===== config.mk =====
export PLATFORM = sky130hd
export DESIGN_NAME = reaction_game_ctrl
export DESIGN_NICKNAME = d
export VERILOG_FILES = /design/src/rtl/reaction_game_ctrl.sv
export SDC_FILE = /design/constraint.sdc
export NUM_CORES = 1
export LEC_CHECK = 0
export BUFFER_PORTS_ARGS = -buffer_cell sky130_fd_sc_hd__buf_4
export CAP_MARGIN = 20
export CORE_ASPECT_RATIO = 1.75
export CORE_MARGIN = 4
export CORE_UTILIZATION = 55
export DETAILED_ROUTE_END_ITERATION = 10
export HOLD_SLACK_MARGIN = 0.06
export PLACE_DENSITY = 0.76
export SLEW_MARGIN = 10
export SYNTH_ARGS = -nofsm -noshare
export SYNTH_HDL_FRONTEND = slang
export SYNTH_SLANG_ARGS = --single-unit

===== constraint.sdc =====
create_clock -name clk -period 3 [get_ports clk]
set_clock_uncertainty 0.2 [all_clocks]
set_input_delay 0.15 -clock clk [delete_from_list [all_inputs] [get_ports clk]]
set_output_delay 0.15 -clock clk [all_outputs]
set_load 0.005 [all_outputs]

===== src/rtl/reaction_game_ctrl.sv =====
// N-player reaction-timer controller: blink, random dark wait, timed run and judging,
// with per-player falling-edge press detection and saturating thermometer scores.

module rgc_player #(
  parameter int SCORE_W = 5
) (
  input  logic               clk,
  input  logic               reset_n,
  input  logic               btn_n,
  input  logic               win,
  output logic               press,
  output logic [SCORE_W-1:0] score
);
  logic btn_q;

  always_ff @(posedge clk) begin
    if (!reset_n) begin
      btn_q <= 1'b1;
      score <= '0;
    end else begin
      btn_q <= btn_n;
      // shifting a one in saturates naturally once the score is all-ones
      if (win) score <= {score[SCORE_W-2:0], 1'b1};
    end
  end

  assign press = btn_q & ~btn_n;
endmodule

module reaction_game_ctrl #(
  parameter int NUM_PLAYERS  = 2,
  parameter int TIME_W       = 20,
  parameter int BLINK_MS     = 5000,
  parameter int BASE_WAIT_MS = 2000,
  parameter int RAND_W       = 12,
  parameter int CHEAT_MS     = 80,
  parameter int TIMEOUT_MS   = 9999,
  parameter int SCORE_W      = 5
) (
  input  logic                           clk,
  input  logic                           reset_n,
  input  logic                           ms_tick,
  input  logic                           resume_n,
  input  logic [NUM_PLAYERS-1:0]         btn_n,
  output logic [2:0]                     disp_mode,
  output logic [TIME_W-1:0]              time_ms,
  output logic                           winner_valid,
  output logic [2:0]                     winner_id,
  output logic [NUM_PLAYERS-1:0]         cheat_mask,
  output logic [NUM_PLAYERS*SCORE_W-1:0] scores
);
  typedef enum logic [2:0] {
    S_RST, S_BLINK, S_WAIT, S_RUN, S_RESULT, S_CHEAT, S_TIE, S_TIMEOUT
  } state_t;

  localparam logic [2:0] M_DARK    = 3'd0;
  localparam logic [2:0] M_BLINK   = 3'd1;
  localparam logic [2:0] M_COUNT   = 3'd2;
  localparam logic [2:0] M_RESULT  = 3'd3;
  localparam logic [2:0] M_CHEAT   = 3'd4;
  localparam logic [2:0] M_TIE     = 3'd5;
  localparam logic [2:0] M_TIMEOUT = 3'd6;
  localparam logic [TIME_W-1:0] T_ONE = TIME_W'(1);

  state_t                  state;
  logic [15:0]             lfsr;
  logic [TIME_W-1:0]       ph_cnt, wait_ms;
  logic                    res_q, res_fall;
  logic [NUM_PLAYERS-1:0]  press, win_vec;
  logic                    any_press, one_press, early;
  logic [2:0]              press_id;

  genvar g;
  generate
    for (g = 0; g < NUM_PLAYERS; g++) begin : g_pl
      rgc_player #(.SCORE_W(SCORE_W)) u_pl (
        .clk     (clk),
        .reset_n (reset_n),
        .btn_n   (btn_n[g]),
        .win     (win_vec[g]),
        .press   (press[g]),
        .score   (scores[g*SCORE_W +: SCORE_W])
      );
    end
  endgenerate

  assign res_fall = res_q & ~resume_n;

  // Presses are judged against time_ms before any same-cycle tick increment.
  always_comb begin
    press_id = '0;
    for (int i = 0; i < NUM_PLAYERS; i++)
      if (press[i]) press_id = 3'(i);
    any_press = |press;
    one_press = ($countones(press) == 1);
    early     = (time_ms < TIME_W'(CHEAT_MS));
    win_vec   = (state == S_RUN && one_press && !early) ? press : '0;
  end

  always_ff @(posedge clk) begin
    if (!reset_n) begin
      state        <= S_RST;
      lfsr         <= 16'hACE1;
      res_q        <= 1'b1;
      ph_cnt       <= '0;
      wait_ms      <= '0;
      disp_mode    <= M_BLINK;
      time_ms      <= '0;
      winner_valid <= 1'b0;
      winner_id    <= '0;
      cheat_mask   <= '0;
    end else begin
      lfsr  <= {lfsr[14:0], lfsr[15] ^ lfsr[13] ^ lfsr[12] ^ lfsr[10]};
      res_q <= resume_n;
      case (state)
        S_RST: begin
          state     <= S_BLINK;
          disp_mode <= M_BLINK;
          ph_cnt    <= '0;
        end
        S_BLINK: if (ms_tick) begin
          if (ph_cnt == TIME_W'(BLINK_MS - 1)) begin
            state     <= S_WAIT;
            disp_mode <= M_DARK;
            ph_cnt    <= '0;
            wait_ms   <= TIME_W'(BASE_WAIT_MS) + TIME_W'(lfsr[RAND_W-1:0]);
          end else begin
            ph_cnt <= ph_cnt + T_ONE;
          end
        end
        S_WAIT: begin
          if (!(&btn_n)) begin
            state      <= S_CHEAT;
            disp_mode  <= M_CHEAT;
            cheat_mask <= ~btn_n;
          end else if (ms_tick) begin
            if (ph_cnt == wait_ms - T_ONE) begin
              state     <= S_RUN;
              disp_mode <= M_COUNT;
              time_ms   <= '0;
            end else begin
              ph_cnt <= ph_cnt + T_ONE;
            end
          end
        end
        S_RUN: begin
          if (any_press) begin
            if (early) begin
              state      <= S_CHEAT;
              disp_mode  <= M_CHEAT;
              cheat_mask <= press;
            end else if (one_press) begin
              state        <= S_RESULT;
              disp_mode    <= M_RESULT;
              winner_valid <= 1'b1;
              winner_id    <= press_id;
            end else begin
              state     <= S_TIE;
              disp_mode <= M_TIE;
            end
          end else if (ms_tick) begin
            time_ms <= time_ms + T_ONE;
            if (time_ms == TIME_W'(TIMEOUT_MS - 1)) begin
              state     <= S_TIMEOUT;
              disp_mode <= M_TIMEOUT;
            end
          end
        end
        default: if (res_fall) begin
          state        <= S_BLINK;
          disp_mode    <= M_BLINK;
          ph_cnt       <= '0;
          cheat_mask   <= '0;
          winner_valid <= 1'b0;
          time_ms      <= '0;
        end
      endcase
    end
  end
endmodule


==> results.json <==
{
  "layout.nets": 753,
  "synth_top_area_share_pct": 33.80,
  "critPathRequiredTime_ps": 3080,
  "maxSlewViolCount": 0,
  "synthCells": 672,
  "core_mm2": 0.009585,
  "crit_chain": "nor4_2, buf_4, nand4_1, mux2i_1, or3_4, or4_4, a2111oi_4, mux2i_1",
  "fmax_mhz": 331.7,
  "setup_viol": 1,
  "crit_path_end_kind": "register",
  "power_density_mw_per_mm2": 527.9,
  "grt_max_degree": 60,
  "syn_to_final_growth_pct": 22.69,
  "clock_path_buffers": 2,
  "dr.pass1.iters": 7,
  "portBuffers": 42,
  "clock-sinks": 92,
  "grt_setup_unrepaired": "true",
  "path_class": "reg2reg",
  "clk_latency_ps": 350,
  "hold_path_class": "in2reg",
  "die_area_mm2": 0.01163,
  "start_kind": "register",
  "synth-async-reset-ratio_pct": 0,
  "fillers": 761,
  "n_antenna_cell": 0,
  "violations": "negative setup slack",
  "status": "finished with violations",
  "preCtsSetupSlack_ps": -74.40,
  "synth_edf_count": 0,
  "final.setup.tns_ps": -14.63,
  "drt_iter0_drc": 397,
  "finalWorstSetupSlack_ps": -14.63,
  "cts_tree": "yes",
  "fin_crit_sh_pct": 100.5,
  "grt_pass1_wl_mm": 24.97,
  "ys_ff_latch": 92,
  "multi_input_area_mm2": 0.003500,
  "synth_area_leaders": "dfxtp_1 (34%), mux2i_1 (6.6%), nand2_1 (5.4%), a21oi_1 (4.8%), o211ai_1 (4.1%)",
  "yosys-top-cells-count": "dfxtp_1 (92), nand2_1 (79), a21oi_1 (52)",
  "viasPerCell": 6.190,
  "synth_ff_type": "dfxtp_1",
  "grt_pass1_vias": 5310,
  "slowest_stage": "or4_4",
  "max-vdd-ir-drop_v": 0.0004778,
  "crit_top_cell": "mux2i_1",
  "hp-start": "ms_tick",
  "fin_util_pct": 69.74,
  "drc": 0,
  "via_count": 5373,
  "wl_per_cell_um": 17.31,
  "yosys_warnings": 0,
  "seq_area_mm2": 0.001849,
  "cts.htree.levels": 3,
  "min_period_ps": 3015,
  "start_util_pct": 56.85,
  "fp.dieH_um": 139.7,
  "cts_made_buffers": 9,
  "syn_area_mm2": 0.005449,
  "pin_count": 45,
  "final-hold-violation-count": 0,
  "finalWeightedCongestion": 0.9567,
  "crit_arrival_ps": 3090,
  "rows": 47,
  "final_antenna_net_count": 0,
  "die_w_um": 83.24,
  "synth_seq_area_share_pct": 33.80,
  "synth.distinct_cells": 71,
  "cpPeakStageDelay_ps": 640,
  "grt_usage_pct": 25.63,
  "tightest_slew_ps": 921.4,
  "crit_path_max_fanout": 6,
  "yosysTopAreaCell": "dfxtp_1",
  "hpwlAfterDp_mm": 10.73,
  "finalWirelength_mm": 15.03,
  "power.leakage_nw": 2.473,
  "antenna_found_initial": 0,
  "maxSlewHeadroom_pct": 38.57,
  "drive_gt1_share_pct": 20.51,
  "cts-root-buf": "clkbuf_16",
  "synth.avg_cell_area_um2": 8.109,
  "drv_cap": 0,
  "r2r_start": "wait_ms[7]$_SDFFE_PN0P_",
  "clk_pin_slew_ps": 70,
  "gr-total-overflow": 0,
  "yosysMostFrequentCell": "dfxtp_1",
  "cp-startpoint": "wait_ms[7]$_SDFFE_PN0P_"
}
[routing by layer]
metal | GRT usage (%) | share of wire, % | wire, µm | vias to the layer above
met5 | 0 | 0 | 0 | -
met4 | 13.70 | 4.4 | 660 | 0
met3 | 5.204 | 3.9 | 579 | 54
met2 | 46.62 | 55 | 8242 | 178
met1 | 27.35 | 37 | 5544 | 2586
li1 | - | - | - | 2555
[power by group]
| part | total (mW) | leakage, nW | switching, mW | internal (mW) |
|---|---|---|---|---|
| clock | 1.15 | 0.149 | 0.551 | 0.594 |
| sequential | 1.40 | 0.750 | 0.101 | 1.30 |
| combinational | 0.986 | 1.57 | 0.586 | 0.400 |
| total | 3.53 | 2.47 | 1.24 | 2.29 |
[flip-flops by register name (all words and copies together), names as in the netlist]
name and count:
state 3, g_pl.u_pl.btn_q 2, lfsr 16, ph_cnt 20, time_ms 20, cheat_mask 2, g_pl.u_pl.score 10, disp_mode 3
wait_ms 13, res_q 1, winner_id 1, winner_valid 1
[area by class of cell]
cell class,instances,share of cell area (%)
tap,122,2.283
clock inverter,7,1.142
sequential,92,27.66
timing repair buffer,97,11.79
inverter,25,1.404
clock buffer,9,3.369
multi-input combinational,516,52.35
[path summary, 6_finish.rpt]
path                                           endpoint  slack [ps]  depth (start not counted)
worst max register to register  time_ms[5]$_SDFFE_PN0P_         -10                          8
worst max-delay path            time_ms[5]$_SDFFE_PN0P_         -10                          8
worst min register to register      lfsr[15]$_SDFF_PN1_         230                          1
worst min-delay path            wait_ms[0]$_SDFFE_PN0P_         130                          4
[timing repair]
action,4_1_cts,5_1_grt
buffers inserted,0,2
pin swaps,3,15
cloned,0,1
endpoints found under the hold margin,7,0
setup endpoints to repair,13,29
hold buffers,4,0
resized for setup,4,39
[logic make-up after synthesis]
| logic type | after synthesis | share of synthesized area, % |
|---|---|---|
| AO/OA/AOI/OAI | 167 | 20.35 |
| XOR/XNOR | 22 | 3.536 |
| adder cells (fa/ha/maj) | 6 | 1.378 |
| buffers and inverters | 65 | 5.648 |
| flip-flops | 92 | 33.80 |
| multiplexers | 42 | 7.853 |
| other | 1 | 0.06882 |
| AND/OR/NAND/NOR | 277 | 27.37 |
[cell usage in the layout (no fill, tap or decap), types with 3 or more instances in the layout]
| cell | n |
|---|---|
| nand3_1 | 23 |
| a221oi_1 | 3 |
| nand2_1 | 79 |
| inv_8 | 3 |
| and4_1 | 4 |
| nor2_1 | 32 |
| ha_1 | 4 |
| dlygate4sd3_1 | 4 |
| o211ai_1 | 30 |
| inv_1 | 24 |
| buf_4 | 88 |
| a31oi_1 | 5 |
| o21ai_0 | 21 |
| and3_1 | 10 |
| clkbuf_16 | 10 |
| xor2_1 | 10 |
| a21oi_4 | 9 |
| a21oi_1 | 40 |
| a211oi_1 | 3 |
| or3_1 | 3 |
| nor2b_1 | 8 |
| o21a_1 | 7 |
| and2_1 | 13 |
| or4_1 | 3 |
| nand4_1 | 19 |
| mux2_2 | 6 |
| nand2b_1 | 32 |
| nor3_1 | 15 |
| or2b_1 | 7 |
| a21oi_2 | 3 |
| a21boi_0 | 18 |
| xnor2_1 | 11 |
| a211o_1 | 3 |
| dfxtp_2 | 3 |
| o21ai_1 | 3 |
| nand3b_1 | 3 |
| dfxtp_1 | 88 |
| nor4_1 | 6 |
| mux2i_1 | 36 |
[per-stage QoR]
stage               area (µm²)  hold WS, ps  instances  total power [mW]
floorplan                 5472        44.66        673             2.068
global placement          6106        156.5        845             2.328
detailed placement        6106        169.5        845             2.360
CTS                       6462        119.0        865             3.515
global route              6685        149.6        868             3.704
finish                    6685        130.1        868             3.529
[worst max-delay path, delay by kind of cell, from the launching register on]
family / cells / cell delay, ps
and+or+nand+nor: 4 / 1460
AOI/OAI and AO/OA: 1 / 390
muxes: 2 / 390
DFF: 1 / 330
buffers and inverters: 1 / 170
(Power assumes the default switching activity.)
